File: src/rtl/cmd_queue_pkg.sv
// Shared types for the issuer-side command queue.
package cmd_queue_pkg;

    localparam int unsigned QUEUE_DEPTH = 16;

    typedef struct packed {
        logic [7:0]  id;
        logic [3:0]  dep;
        logic [15:0] payload;
    } cmd_t;

    typedef enum logic [1:0] {
        IDLE,
        RD_WAIT,
        WB_WAIT,
        ACK
    } qstate_t;

endpackage

File: src/rtl/cmd_queue_mem.sv
// DEPTH x cmd_t storage: one synchronous write port, one asynchronous read port.
module cmd_queue_mem
    import cmd_queue_pkg::*;
#(
    parameter int unsigned DEPTH = QUEUE_DEPTH,
    localparam int unsigned AW   = $clog2(DEPTH)
) (
    input  logic          clk,
    input  logic          we,
    input  logic [AW-1:0] waddr,
    input  cmd_t          wdata,
    input  logic [AW-1:0] raddr,
    output cmd_t          rdata
);

    cmd_t mem [DEPTH];

    // Data array carries no reset; validity is tracked by the occupancy count.
    always_ff @(posedge clk) begin
        if (we) begin
            mem[waddr] <= wdata;
        end
    end

    assign rdata = mem[raddr];

endmodule

File: src/rtl/cmd_queue.sv
// Circular command buffer feeding the issuer: host push port, issuer read and
// writeback handshakes, with RESERVE slots kept free for writebacks.
module cmd_queue
    import cmd_queue_pkg::*;
#(
    parameter int unsigned DEPTH   = QUEUE_DEPTH,
    parameter int unsigned RESERVE = 1,
    localparam int unsigned CW     = $clog2(DEPTH + 1)
) (
    input  logic          i_clk,
    input  logic          i_rstn,
    input  logic          i_push_valid,
    input  cmd_t          i_push_cmd,
    output logic          o_push_ready,
    input  logic          i_rd_queue,
    input  logic          i_wr_queue,
    input  cmd_t          i_wb_cmd,
    output cmd_t          o_cmd,
    output logic          o_ack_queue,
    output logic          o_empty,
    output logic          o_full,
    output logic [CW-1:0] o_count
);

    localparam int unsigned AW         = $clog2(DEPTH);
    localparam logic [CW-1:0] DEPTH_C  = CW'(DEPTH);
    localparam logic [CW-1:0] PUSH_LIM = CW'(DEPTH - RESERVE);

    qstate_t       state, state_nxt;
    logic [AW-1:0] rd_ptr, wr_ptr;
    logic [CW-1:0] count;
    logic          rd_q, wr_q;
    logic          do_pop, do_wb, do_push;
    logic          mem_we;
    cmd_t          mem_wdata, mem_rdata, cmd_q;

    // Issuer requests are registered; the sample taken during ACK is discarded
    // because the issuer only drops its level request after seeing the ack.
    always_ff @(posedge i_clk or negedge i_rstn) begin
        if (!i_rstn) begin
            rd_q <= 1'b0;
            wr_q <= 1'b0;
        end else begin
            rd_q <= i_rd_queue && (state != ACK);
            wr_q <= i_wr_queue && (state != ACK);
        end
    end

    // Issuer FSM state register.
    always_ff @(posedge i_clk or negedge i_rstn) begin
        if (!i_rstn) begin
            state <= IDLE;
        end else begin
            state <= state_nxt;
        end
    end

    // Issuer FSM next state and pop/writeback decisions; writeback wins over read.
    always_comb begin
        state_nxt = state;
        do_pop    = 1'b0;
        do_wb     = 1'b0;
        unique case (state)
            IDLE: begin
                if (wr_q) begin
                    if (count < DEPTH_C) begin
                        do_wb     = 1'b1;
                        state_nxt = ACK;
                    end else begin
                        state_nxt = WB_WAIT;
                    end
                end else if (rd_q) begin
                    if (count != '0) begin
                        do_pop    = 1'b1;
                        state_nxt = ACK;
                    end else begin
                        state_nxt = RD_WAIT;
                    end
                end
            end
            RD_WAIT: begin
                if (!rd_q) begin
                    state_nxt = IDLE;
                end else if (count != '0) begin
                    do_pop    = 1'b1;
                    state_nxt = ACK;
                end
            end
            WB_WAIT: begin
                if (!wr_q) begin
                    state_nxt = IDLE;
                end else if (count < DEPTH_C) begin
                    do_wb     = 1'b1;
                    state_nxt = ACK;
                end
            end
            ACK:     state_nxt = IDLE;
            default: state_nxt = IDLE;
        endcase
    end

    assign o_push_ready = (count < PUSH_LIM) && !do_wb;
    assign do_push      = i_push_valid && o_push_ready;
    assign mem_we       = do_wb || do_push;
    assign mem_wdata    = do_wb ? i_wb_cmd : i_push_cmd;

    // Pointers and occupancy; pointers wrap naturally since DEPTH is a power of 2.
    always_ff @(posedge i_clk or negedge i_rstn) begin
        if (!i_rstn) begin
            rd_ptr <= '0;
            wr_ptr <= '0;
            count  <= '0;
        end else begin
            if (mem_we) begin
                wr_ptr <= wr_ptr + AW'(1);
            end
            if (do_pop) begin
                rd_ptr <= rd_ptr + AW'(1);
            end
            count <= count + CW'(do_push) + CW'(do_wb) - CW'(do_pop);
        end
    end

    // Popped entry is captured and held until the next pop.
    always_ff @(posedge i_clk or negedge i_rstn) begin
        if (!i_rstn) begin
            cmd_q <= '0;
        end else if (do_pop) begin
            cmd_q <= mem_rdata;
        end
    end

    cmd_queue_mem #(
        .DEPTH (DEPTH)
    ) u_mem (
        .clk   (i_clk),
        .we    (mem_we),
        .waddr (wr_ptr),
        .wdata (mem_wdata),
        .raddr (rd_ptr),
        .rdata (mem_rdata)
    );

    assign o_cmd       = cmd_q;
    assign o_ack_queue = (state == ACK);
    assign o_empty     = (count == '0);
    assign o_full      = (count == DEPTH_C);
    assign o_count     = count;

endmodule

File: config.mk
export PLATFORM = sky130hd
export DESIGN_NAME = cmd_queue
export DESIGN_NICKNAME = d
export VERILOG_FILES = /design/src/rtl/cmd_queue_pkg.sv /design/src/rtl/cmd_queue_mem.sv /design/src/rtl/cmd_queue.sv
export SDC_FILE = /design/constraint.sdc
export NUM_CORES = 1
export LEC_CHECK = 0
export ABC_AREA = 1
export CORE_AREA = 4 4 209 211
export CTS_CLUSTER_DIAMETER = 60
export DETAILED_ROUTE_END_ITERATION = 12
export DIE_AREA = 0 0 213 215
export PLACE_DENSITY = 0.67
export RECOVER_POWER = 50
export SKIP_CTS_REPAIR_TIMING = 1
export SYNTH_ARGS = -nofsm -noshare
export SYNTH_HDL_FRONTEND = slang
export SYNTH_SLANG_ARGS = --single-unit
File: constraint.sdc
create_clock -name i_clk -period 5.4 [get_ports i_clk]
set_input_delay 1.08 -clock i_clk [delete_from_list [all_inputs] [get_ports i_clk]]
set_output_delay 1.08 -clock i_clk [all_outputs]
set_load 0.01 [all_outputs]
==> metrics.md <==
| Metric | Value |
|---|---|
| Crit-path leading delay family | flip-flops |
| Least-Margin Pin Slew | ~3 ns |
| Slowest stage delay, CP | between 1.5 and 2 ns |
| Final hold violations | 0 |
| Initial antenna violation count | 0 |
| Number of synthesized register bits | approximately 500 |
| Most frequent cell on the critical path | nand2_1 |
| Synthesized area per cell | around 11 um2 |
| Crit path launch type | register |
| Mapped Cells | 1,807 |
| Final GP Congestion | roughly 0.80 |
| Largest net degree at the start of global routing | between 150 and 200 |
| FP Rows | between 70 and 80 |
| Crit path cell chain | clkbuf_2 > nand3_1 > nand3_1 > nand2_1 > nand2_1 > nand2_1 > nand2_1 > nand2_1 |
| Rel. slew slack | -102% |
| Share of Yosys cell area claimed by the top area cell type | ~66% |
| H-tree depth | 2 |
| Final setup fails | 0 |
| Layout area overhead | 14.4% |
| Drt initial violations | ~1,200 |
| Reg2Reg Setup Slack | between 1 and 1.5 ns |
| Core Box Area | about 42,000 um2 |
| Clock Path Buffers | 3 |
| Slew Viols, Final | around 160 |
| First-pass GRT wire length | between 70 and 80 mm |
| Min-delay src | o_cmd[19]$_DFFE_PN0P_ |
| Worst R2R Start | rd_ptr[1]$_DFFE_PN0P_ |
| Vias in the first global route | 13,500 |
| Area contributors post-synth | edfxtp_1 66%, nand2_1 14%, nand3_1 8.5%, dfrtp_1 5.5%, buf_2 1.3% |
| Final HPWL DP | ~26 mm |
| Die height | 215 um |
| FILL cells | around 3,500 |
| Layout cells sized above 1 | under 10% |
| Die width | ~210 um |
| Via density | ~5.5 |
| Unique masters post-synth | 26 |
| Clk slew on worst S/H paths | about 0.060 ns |
| Hold WC Path Type | register to register |
| Outcome | finished, violations left |
| Min Tclk post-route | 4.29 ns |
| Router iterations before antenna repair | 6 |
| ANT cells | 0 |
| Port Buf Inserts | 97 |
| Max Cap Viol | 3 |
| Clock sink count | approximately 490 |
| Crit. End Element | register |
| Post-Syn Area | slightly above 20,000 um2 |
| Commonest cells after routing, fill and taps aside | 779 x nand2_1, 448 x edfxtp_1, 344 x nand3_1, 58 x clkdlybuf4s50_1, 49 x clkbuf_16 |
| Pwr Density | between 500 and 600 nW/um2 |
| CP bufs+invs | 1 |
| Failing checks | capacitance limit, slew limit |
| Most common cell after layout, fill and taps aside | nand2_1 |
| Clk Latency, worst-skew pair | between 0.5 and 0.6 ns |
| Total CTS buffers | 49 |
| Root buffer cell | clkbuf_16 |
| Critical path arrival | around 4.8 ns |
| Hold Path Cell Cnt | 2 |
| Initial core utilization | between 40% and 50% |
| Worst Skew | roughly 0.018 ns |
| R2R depth | 8 |
| Worst EP required | about 6 ns |
| F_max | 233 MHz |
| Yosys synthesis warning count | 0 |
| Grt ovf | 0 |
| Routed Antenna Nets | 0 |
| Wire per inst | 20.2 um |
| CP Launch Point | rd_ptr[1]$_DFFE_PN0P_ |
| Leakage | around 9 nW |
| DRC | 0 |
| Setup TNS | 0 ns |
| DR vias | approximately 14,000 |
| Die area | around 46,000 um2 |
| Hold Path End | o_cmd[19]$_DFFE_PN0P_ |
| Total Wirelength | roughly 49 mm |
| Peak supply drop | 342 uV |
| Register area share after synthesis | between 70% and 80% |
| RSZ-0062 raised after global routing | false |
| Setup WS pre-CTS | between 1 and 1.5 ns |
| PnR worst setup slack | between 1 and 1.5 ns |
| Gr usage total | between 20% and 30% |
| CTS tree | built |
| Period utilization | 79.5% |
| Reg2reg end | o_cmd[16]$_DFFE_PN0P_ |
| Nets | just under 2,000 |
| Syn Nets | between 1,500 and 2,000 |
| I/O pin cnt | 98 |
| CP Class | register to register |
| CP max stage cell | dfrtp_1 |
| Max FO, Critical Path | 68 |
| Largest area contributor in the netlist | edfxtp_1 |
-- sequential cells by signal, summed over array words and instances, names as in the netlist --
| name | cells |
|---|---|
| rd_ptr | 4 |
| u_mem.mem | 448 |
| state | 2 |
| wr_q | 1 |
| o_count | 5 |
| o_cmd | 28 |
| rd_q | 1 |
| wr_ptr | 4 |
-- final cells by class --
type	count	area, um2	share of cell area (%)
repair buffers	113	1090	4.67
clock buffers	60	1300	5.58
inverters	27	108	0.462
well taps	539	674	2.90
flip-flops and latches	493	14600	62.7
clock inverters	28	310	1.33
multi-input cells	1183	5210	22.4
-- per-stage QoR --
stage	hold slack, ns	cells	cell area, um2	total power [mW]	util (%)
after floorplan	0.488	1807	20300	8.11	-
after global placement	0.462	2355	21700	9.45	51.9
after detailed placement	0.466	2355	21700	9.55	51.9
after CTS	0.483	2443	23300	13.0	55.8
after global routing	0.499	2443	23300	13.6	55.7
final	0.469	2443	23300	12.9	55.7
-- layer usage --
layer / GRT usage, % / vias to the layer above / routed length (um)
li1: - / 6308 / -
met1: 30.4 / 6592 / 21200
met2: 34.9 / 530 / 23100
met3: 3.89 / 87 / 3950
met4: 6.40 / 0 / 1230
met5: 0 / - / 0
-- tightest hold or removal path, cell delays in order (launching register included) --
cell,delay [ns]
dfrtp_1,0.34
nand2_1,0.05
nand2_1,0.05
-- synthesized netlist by cell type (all sizes together) --
| master | count |
|---|---|
| nor2 | 23 |
| xnor2 | 2 |
| dfrtp | 45 |
| ha | 12 |
| o211ai | 1 |
| nand4 | 1 |
| a21oi | 3 |
| a31oi | 1 |
| xor2 | 7 |
| nand2 | 779 |
| a32oi | 1 |
| clkbuf | 18 |
| buf | 86 |
| inv | 27 |
| nand3 | 344 |
| fa | 2 |
| o21a | 1 |
| o21ai | 6 |
| edfxtp | 448 |
-- cell families (layout without fill, tap and decap cells) --
family / count (synthesis) / after routing / synth area share (%)
adder cells (fa/ha/maj): 14 / 14 / 0.935
flip-flops: 493 / 493 / 71.7
AND/OR/NAND/NOR: 1147 / 1147 / 23.3
XOR/XNOR: 9 / 9 / 0.387
AO/OA/AOI/OAI: 13 / 13 / 0.369
buffers and inverters: 131 / 228 / 3.30
-- worst max path at each step --
stage	depth (start not counted)	end
finish	8	o_cmd[16]$_DFFE_PN0P_
CTS	7	u_mem.mem[2][16]$_DFFE_PP_
detailed placement	7	u_mem.mem[10][7]$_DFFE_PP_
global placement	7	u_mem.mem[10][8]$_DFFE_PP_
floorplan	4	u_mem.mem[0][0]$_DFFE_PP_
global route	9	o_cmd[16]$_DFFE_PN0P_
-- report_power, final --
| group | leakage (nW) | switching (mW) | internal, mW |
|---|---|---|---|
| logic | 3.48 | 2.99 | 1.25 |
| clock network | 0.781 | 1.39 | 2.03 |
| registers | 4.60 | 0.297 | 4.89 |
| total | 8.86 | 4.68 | 8.18 |
Power figures use the tool's default switching activity.
